**config.mk**
```make
export PLATFORM = sky130hd
export DESIGN_NAME = sprite_line_ctrl_flat
export DESIGN_NICKNAME = d
export VERILOG_FILES = /design/src/rtl/sprite_line_if.sv /design/src/rtl/sprite_line_ctrl.sv /design/src/flat_wrapper.sv
export SDC_FILE = /design/constraint.sdc
export NUM_CORES = 1
export LEC_CHECK = 0
export BUFFER_PORTS_ARGS = -buffer_cell sky130_fd_sc_hd__buf_2
export CAP_MARGIN = 5
export CORE_MARGIN = 4
export CORE_UTILIZATION = 45
export CTS_CLUSTER_DIAMETER = 80
export DETAILED_ROUTE_END_ITERATION = 12
export PLACE_DENSITY = 0.91
export SLEW_MARGIN = 30
export SYNTH_ARGS = -nofsm -noshare
export SYNTH_HDL_FRONTEND = slang
export SYNTH_SLANG_ARGS = --single-unit
```
**constraint.sdc**
```tcl
create_clock -name clk -period 2.32 [get_ports clk]
set_input_delay 0 -clock clk [delete_from_list [all_inputs] [get_ports clk]]
set_output_delay 0 -clock clk [all_outputs]
set_load 0.01 [all_outputs]
```
**src/rtl/sprite_line_if.sv**
```systemverilog
// sprite_line_if: timing, sprite parameters, ROM port and shifter strobes around sprite_line_ctrl
interface sprite_line_if #(
    parameter int ADDR_W = 9
);
    logic [10:0]       hcount;
    logic [9:0]        vcount;
    logic              line_start;
    logic              visible;
    logic [9:0]        sprite_x;
    logic [9:0]        sprite_y;
    logic [ADDR_W-1:0] base_addr;
    logic [ADDR_W-1:0] rom_addr;
    logic [31:0]       rom_data;
    logic [31:0]       sh_data;
    logic              sh_ld;
    logic              sh_en;
    logic              pix_valid;
    logic              busy;

    modport master (
        input  hcount, vcount, line_start, visible, sprite_x, sprite_y, base_addr, rom_data,
        output rom_addr, sh_data, sh_ld, sh_en, pix_valid, busy
    );

    modport slave (
        output hcount, vcount, line_start, visible, sprite_x, sprite_y, base_addr, rom_data,
        input  rom_addr, sh_data, sh_ld, sh_en, pix_valid, busy
    );
endinterface

```
**src/rtl/sprite_line_ctrl.sv**
```systemverilog
// sprite_line_ctrl: per-scanline fetch/load/shift sequencer for one 16-pixel 2bpp sprite row
module sprite_line_ctrl #(
    parameter int SPRITE_H = 16,
    parameter int PIX_CLKS = 2,
    parameter int ADDR_W   = 9
) (
    input logic clk,
    input logic reset,
    sprite_line_if.master bus
);
    localparam int PW = PIX_CLKS > 1 ? $clog2(PIX_CLKS) : 1;
    localparam logic [PW-1:0] PH_LAST = PW'(PIX_CLKS - 1);
    localparam logic [PW-1:0] PH_TAIL = PW'(PIX_CLKS > 1 ? PIX_CLKS - 2 : 0);

    typedef enum logic [2:0] {IDLE, FETCH, LOAD, ARMED, SHIFT} state_t;

    state_t            state, state_nx;
    logic [9:0]        x_lat, row;
    logic [ADDR_W-1:0] rom_addr;
    logic [3:0]        pcnt;
    logic [PW-1:0]     ph;
    logic              pix_valid, hit, match, wrap, done, sh_ld, sh_en;

    // row wraps when vcount < sprite_y, so the single compare also rejects lines above the sprite
    assign row   = bus.vcount - bus.sprite_y;
    assign hit   = bus.visible && row < 10'(SPRITE_H);
    assign match = bus.hcount == 11'(32'(x_lat) * PIX_CLKS);
    assign wrap  = ph == PH_LAST;
    // pulse 1 comes from ARMED, so pcnt reaches 15 on the 16th pulse; then PIX_CLKS-1 tail cycles
    assign done  = PIX_CLKS == 1 ? pcnt == 4'd14 : pcnt == 4'd15 && ph == PH_TAIL;

    always_comb begin
        state_nx = state;
        sh_ld    = state == LOAD;
        sh_en    = (state == ARMED && match) || (state == SHIFT && wrap);
        if (bus.line_start) state_nx = hit ? FETCH : IDLE;
        else if (state == FETCH) state_nx = LOAD;
        else if (state == LOAD) state_nx = ARMED;
        else if (state == ARMED && match) state_nx = SHIFT;
        else if (state == SHIFT && done) state_nx = IDLE;
    end

    always_ff @(posedge clk or posedge reset) begin
        if (reset) begin
            state     <= IDLE;
            rom_addr  <= '0;
            x_lat     <= '0;
            pcnt      <= '0;
            ph        <= '0;
            pix_valid <= 1'b0;
        end else begin
            state     <= state_nx;
            pix_valid <= !bus.line_start && (state == SHIFT || (state == ARMED && match));
            if (bus.line_start && hit) begin
                x_lat    <= bus.sprite_x;
                rom_addr <= bus.base_addr + ADDR_W'(row);
            end
            if (state == ARMED) begin
                pcnt <= '0;
                ph   <= '0;
            end else if (state == SHIFT) begin
                ph <= wrap ? '0 : ph + 1'b1;
                if (wrap) pcnt <= pcnt + 1'b1;
            end
        end
    end

    assign bus.rom_addr  = rom_addr;
    assign bus.sh_data   = bus.rom_data;
    assign bus.sh_ld     = sh_ld;
    assign bus.sh_en     = sh_en;
    assign bus.pix_valid = pix_valid;
    assign bus.busy      = state != IDLE;
endmodule

```
**src/flat_wrapper.sv**
```systemverilog
// flat-port wrapper written by rule: the top's interface ports become plain ports
module sprite_line_ctrl_flat 
#(
    parameter int SPRITE_H = 16,
    parameter int PIX_CLKS = 2,
    parameter int ADDR_W   = 9
)
  (clk, reset, bus_hcount, bus_vcount, bus_line_start, bus_visible, bus_sprite_x, bus_sprite_y, bus_base_addr, bus_rom_data, bus_rom_addr, bus_sh_data, bus_sh_ld, bus_sh_en, bus_pix_valid, bus_busy);
  sprite_line_if #(.ADDR_W(ADDR_W)) bus_i ();
  input logic clk;
  input logic reset;
  input wire logic [$bits(bus_i.hcount)-1:0] bus_hcount;
  input wire logic [$bits(bus_i.vcount)-1:0] bus_vcount;
  input wire logic [$bits(bus_i.line_start)-1:0] bus_line_start;
  input wire logic [$bits(bus_i.visible)-1:0] bus_visible;
  input wire logic [$bits(bus_i.sprite_x)-1:0] bus_sprite_x;
  input wire logic [$bits(bus_i.sprite_y)-1:0] bus_sprite_y;
  input wire logic [$bits(bus_i.base_addr)-1:0] bus_base_addr;
  input wire logic [$bits(bus_i.rom_data)-1:0] bus_rom_data;
  output wire logic [$bits(bus_i.rom_addr)-1:0] bus_rom_addr;
  output wire logic [$bits(bus_i.sh_data)-1:0] bus_sh_data;
  output wire logic [$bits(bus_i.sh_ld)-1:0] bus_sh_ld;
  output wire logic [$bits(bus_i.sh_en)-1:0] bus_sh_en;
  output wire logic [$bits(bus_i.pix_valid)-1:0] bus_pix_valid;
  output wire logic [$bits(bus_i.busy)-1:0] bus_busy;
  assign bus_i.hcount = bus_hcount;
  assign bus_i.vcount = bus_vcount;
  assign bus_i.line_start = bus_line_start;
  assign bus_i.visible = bus_visible;
  assign bus_i.sprite_x = bus_sprite_x;
  assign bus_i.sprite_y = bus_sprite_y;
  assign bus_i.base_addr = bus_base_addr;
  assign bus_i.rom_data = bus_rom_data;
  assign bus_rom_addr = bus_i.rom_addr;
  assign bus_sh_data = bus_i.sh_data;
  assign bus_sh_ld = bus_i.sh_ld;
  assign bus_sh_en = bus_i.sh_en;
  assign bus_pix_valid = bus_i.pix_valid;
  assign bus_busy = bus_i.busy;
  sprite_line_ctrl #(.SPRITE_H(SPRITE_H), .PIX_CLKS(PIX_CLKS), .ADDR_W(ADDR_W)) u_core (.clk(clk), .reset(reset), .bus(bus_i));
endmodule
```
After elaboration in Yosys (flattened, before gate mapping)
Index checks and enable logic that the tools add are counted.
{"block": "op_classes", "n_addsub": 4, "n_lt_le_gt_ge": 1, "eq_ne": 6, "n_mux": 12, "bitwise": 1, "reduce_logical": 15}
{"operator": "3-bit 2-to-1 mux", "n": 5}
{"operator": "4-bit 2-to-1 mux", "n": 3}
{"operator": "11-bit == test", "n": 1}
{"operator": "10-bit by 5-bit less-than comparator with 1-bit output (second input constant)", "n": 1}
{"operator": "10-bit subtractor", "n": 1}
{"operator": "9-bit adder", "n": 1}
{"operator": "1-bit logical AND", "n": 7}
{"operator": "3-bit by 2-bit == test with 1-bit output (second input constant)", "n": 2}
{"operator": "5-bit nonzero test", "n": 1}
{"operator": "4-bit by 1-bit adder with 4-bit output (second input constant)", "n": 1}
{"operator": "4-bit == test (second input constant)", "n": 1}
{"operator": "1-bit 2-to-1 mux", "n": 4}
{"operator": "2-bit nonzero test", "n": 2}
{"operator": "3-bit by 1-bit == test with 1-bit output (second input constant)", "n": 1}
{"operator": "3-bit == test (second input constant)", "n": 1}
{"operator": "3-bit nonzero test", "n": 1}
{"operator": "1-bit logical OR", "n": 2}
{"operator": "2-bit AND reduction", "n": 1}
{"operator": "1-bit adder (second input constant)", "n": 1}
{"operator": "1-bit zero test", "n": 1}
{"operator": "1-bit NOT", "n": 1}
{"block": "totals", "reg_bits": 28, "in_bits": 86, "out_inout_bits": 45}

Logic depth before layout (Yosys ltp)
{"block": "logic_depth", "ltp_word": 8, "depth_mapped": 14}

Worst setup path after synthesis
No wires, ideal clock.
{"block": "synth_timing", "kind": "input port to flip-flop", "from": "input port bus_vcount[0]", "to": "register u_core.rom_addr[8] (netlist: u_core.bus.rom_addr[8])", "setup_ns": 0.125, "arrival_ns": 2.360, "required_ns": 2.195, "setup_slack_ns": -0.165, "path_stages": 13, "path_cell_list": "inv_1 > ha_1 > fa_1 > nor2b_1 > o22a_1 > xnor2_1 > inv_1 > ha_1 > o21a_1 > o31a_1 > o41a_1 > xor2_1 > mux2_2"}
{"block": "synth_between", "elab_chain_len": 4, "word_cells_on_any_way": 5}
{"item": "from (decl)", "line": "flat_wrapper.sv:13", "text": "input wire logic [$bits(bus_i.vcount)-1:0] bus_vcount;"}
{"item": "10-bit subtractor *", "line": "sprite_line_ctrl.sv:25", "text": "assign row = bus.vcount - bus.sprite_y;"}
{"item": "10-bit by 5-bit less-than comparator with 1-bit output", "line": "sprite_line_ctrl.sv:26", "text": "assign hit = bus.visible && row < 10'(SPRITE_H);"}
{"item": "1-bit logical AND", "line": "sprite_line_ctrl.sv:26"}
{"item": "1-bit logical AND", "line": "sprite_line_ctrl.sv:54", "text": "if (bus.line_start && hit) begin"}
{"item": "to (signal assigned)", "line": "sprite_line_ctrl.sv:56", "text": "rom_addr <= bus.base_addr + ADDR_W'(row);"}
{"item": "to (decl)", "line": "sprite_line_ctrl.sv:19", "text": "logic [ADDR_W-1:0] rom_addr;"}
Every way passes the cells marked *; elsewhere a longest branch is shown, timed or not.
A chain may end at the register's enable or synchronous reset.

Final worst setup path
{"block": "layout_timing", "from": "input port bus_sprite_y[0]", "to": "register u_core.rom_addr[8] (netlist: u_core.bus.rom_addr[8])"}
{"block": "layout_between", "elab_chain_len": 4, "word_cells_on_any_way": 5}
{"item": "from (decl)", "line": "flat_wrapper.sv:17", "text": "input wire logic [$bits(bus_i.sprite_y)-1:0] bus_sprite_y;"}
{"item": "10-bit subtractor *", "line": "sprite_line_ctrl.sv:25"}
{"item": "10-bit by 5-bit less-than comparator with 1-bit output", "line": "sprite_line_ctrl.sv:26"}
{"item": "1-bit logical AND", "line": "sprite_line_ctrl.sv:26"}
{"item": "1-bit logical AND", "line": "sprite_line_ctrl.sv:54"}
Marks and branches as above.

==> flow_summary.toml <==
[power_and_ir_drop]
power_per_cell_area_nw_per_um2 = 527
leakage_nw = 1.55
vdd_drop_max_mv = 0.217

[die]
dieArea_um2 = 6570
rows = 26
num_io_pins = 131
start_util_pct = 46.7
fp.dieH_um = 81.0
dieWidth_um = 81.0
coreArea_um2 = 5140

[synthesis]
yosys.area.top_type = "dfrtp_1"
synth-seq-cells = 28
synth_edf_count = 0
yosysTopAreaCellShare_pct = 29.2
ys_warn_count = 0
syn_nets = 363
synth.avg_cell_area_um2 = 9.34
netlist_area_um2 = 2400
ys.flop_type = "dfrtp_1"
yosysMostFrequentCell = "buf_4"
synth_common_cells = "buf_4 (34), dfrtp_1 (28), nor2_1 (20)"
synth_cell_types = 48
yosys-top-cells-area = "dfrtp_1 (29%), buf_4 (11%), ha_1 (9.4%)"
ys_seq_area_share_pct = 29.2
postSynth.asyncResetShare_pct = 100
synthCells = 257

[grt]
antenna_found_initial = 0
overflow = 0
grt_max_degree = 29
track_usage_pct = 16.1
grt_pass1_wl_um = 8550
first_global_vias = 2034

[sta]
fin_ws_ps = 34.4
setup_viol = 0
maxSlewViolCount = 0
min_period_ps = 2290
worst_pin_slew_ps = 350
setup_tns_ps = 0
rsz0062_at_grt = "yes"
relSlewSlack_pct = 76.7
skew_ps = 6.33
finalCritPeriodShare_pct = 98.5
max_freq_mhz = 438
hold_viol = 0

[route]
wl_per_cell_um = 13.6
vias = 1993
drtAntennaViolNets = 0
drc = 0
wl_um = 5420
routed_via_density = 5.01
drt_iter0_drc = 35
dr.pass1.iters = 4

[min_path]
hold_path_depth = 0
hold_start = "bus_rom_data[17]"
min_path_type = "in -> out"
worstHoldEndpoint = "bus_sh_data[17]"

[cells_and_area]
fin_cells = 398
nNetsFinal = 436
fillers = 475
final_area_um2 = 2970
syn_to_final_growth_pct = 23.9
diodes = 0
drive_gt1_share_pct = 40.9
multiInputGateArea_um2 = 1390
fin_util_pct = 57.8
regArea_um2 = 701

[run]
cap_violations = 0

[critical_path]
max_stage_delay_ps = 530
endpoint_kind = "flip-flop"
arrival_ps = 2440
slowest_stage = "fa_2"
cpMostUsedCell = "fa_2"
worst-r2r-cell-count = 7
rrSetupSlack_ps = 240
timing.rr.start = "u_core.state[2]$_DFFE_PP0P_"
start_kind = "input port"
required_ps = 2480
crit_fanout = 2
path_class = "in -> reg"
worstPathCellList = "buf_2 > ha_2 > fa_2 > inv_2 > fa_2 > a21oi_2 > nor2b_1 > o31a_1 > o41a_1 > xor2_1 > mux2_2"
rr_endpoint = "u_core.state[1]$_DFFE_PP0P_"

[placed_design]
pre_cts_ws_ps = -275
gp_congestion = 0.936
placed_cell_area_um2 = 2770
dp_hpwl_um = 4240
portBuffers = 66
dp_cells = 381

[clocking]
clockBufferDepth = 2
cts_num_sinks = 28
h-tree-depth = 1
insertion_delay_ps = 260
clk_pin_slew_ps = 90
cts_tree = "built"
root_buffer = "clkbuf_8"
cts_made_buffers = 3

[outcome]
outcome = "complete, no violations"
[final cells by class]
cell class	count	share of cell area (%)
multi-input combinational	172	46.8
sequential	28	23.6
timing repair buffer	108	23.1
tap	70	2.95
inverter	17	2.15
clock buffer	3	1.39
[worst max-delay path by stage]
stage / from / end / slack [ps]
4_1_cts: bus_sprite_y[0] / u_core.bus.rom_addr[8]$_DFFE_PP0P_ / 10
3_5_place_dp: bus_sprite_y[0] / u_core.bus.rom_addr[8]$_DFFE_PP0P_ / -280
5_1_grt: bus_vcount[0] / u_core.bus.rom_addr[8]$_DFFE_PP0P_ / -70
3_3_place_gp: bus_sprite_y[0] / u_core.bus.rom_addr[8]$_DFFE_PP0P_ / -220
6_report: bus_sprite_y[0] / u_core.bus.rom_addr[8]$_DFFE_PP0P_ / 30
2_1_floorplan: bus_sprite_y[4] / u_core.bus.rom_addr[8]$_DFFE_PP0P_ / -80
[cells by family (layout without fill, tap and decap cells)]
kind of cell,count (synthesis),count (layout),share of synthesized area (%)
and+or+nand+nor,60,60,13.0
buffers and inverters,57,128,14.7
AOI/OAI and AO/OA,47,47,13.6
DFF,28,28,29.2
xor gates and xnor gates,24,24,8.76
muxes,21,21,9.75
adders and majority gates,20,20,11.1
[where the power goes]
group	leakage [nW]	switching (mW)	internal [mW]
registers	0.385	0.0466	0.557
clock network	0.0216	0.133	0.116
logic	1.15	0.321	0.393
total	1.55	0.500	1.07
[per-layer routing]
layer	global-route usage, %	part of all wire (%)	vias up
met2	32.0	52	63
met3	1.88	7.3	2
met5	0	0	-
li1	-	-	1002
met1	17.8	40	926
met4	4.05	0.76	0
[placed cells by master, fill, tap and decap left out, types with 2 or more instances in the layout]
master	synthesis	final
dfrtp_1	28	28
mux2_2	19	19
nor2_1	20	19
o21ai_0	5	5
o2111ai_1	2	2
xnor2_1	18	17
inv_1	17	16
buf_4	34	29
a21oi_1	13	12
nor2b_1	4	3
a211oi_1	4	4
nor3b_1	2	2
nand4_1	3	3
o21a_1	5	5
nand2_1	16	16
mux2i_1	2	2
nor3_1	2	2
a21o_1	3	3
nand3_1	2	2
o211ai_1	4	4
dlygate4sd3_1	0	12
buf_2	2	66
clkbuf_8	0	3
xor2_1	6	6
fa_2	0	2
ha_1	18	16
[registers in the layout, summed over array words and instances (netlist names)]
register / cells
u_core.x_lat: 10
u_core.bus.pix_valid: 1
u_core.state: 3
u_core.bus.rom_addr: 9
u_core.pcnt: 4
u_core.ph: 1
[timing repair]
action,4_1_cts,5_1_grt
resized for setup,1,6
hold buffers,12,0
gates cloned,0,0
pin swaps,0,2
endpoints found under the setup margin,1,3
hold endpoints to repair,41,0
setup buffers,0,2
[metrics by stage]
step | hold slack, ps | power [mW]
floorplan | 63.1 | 1.09
global placement | 0.0686 | 1.25
detailed placement | 0.0686 | 1.29
CTS | 0.0686 | 1.56
global route | 0.0151 | 1.68
finish | 0.00391 | 1.57
[critical path, delay by kind of cell]
kind,cells,cell delay [ps]
xor+xnor,1,150
fa+ha+maj,3,1100
mux,1,250
buf+inv,2,150
compound gates,3,720
simple gates,1,70
(Power assumes the default switching activity.)
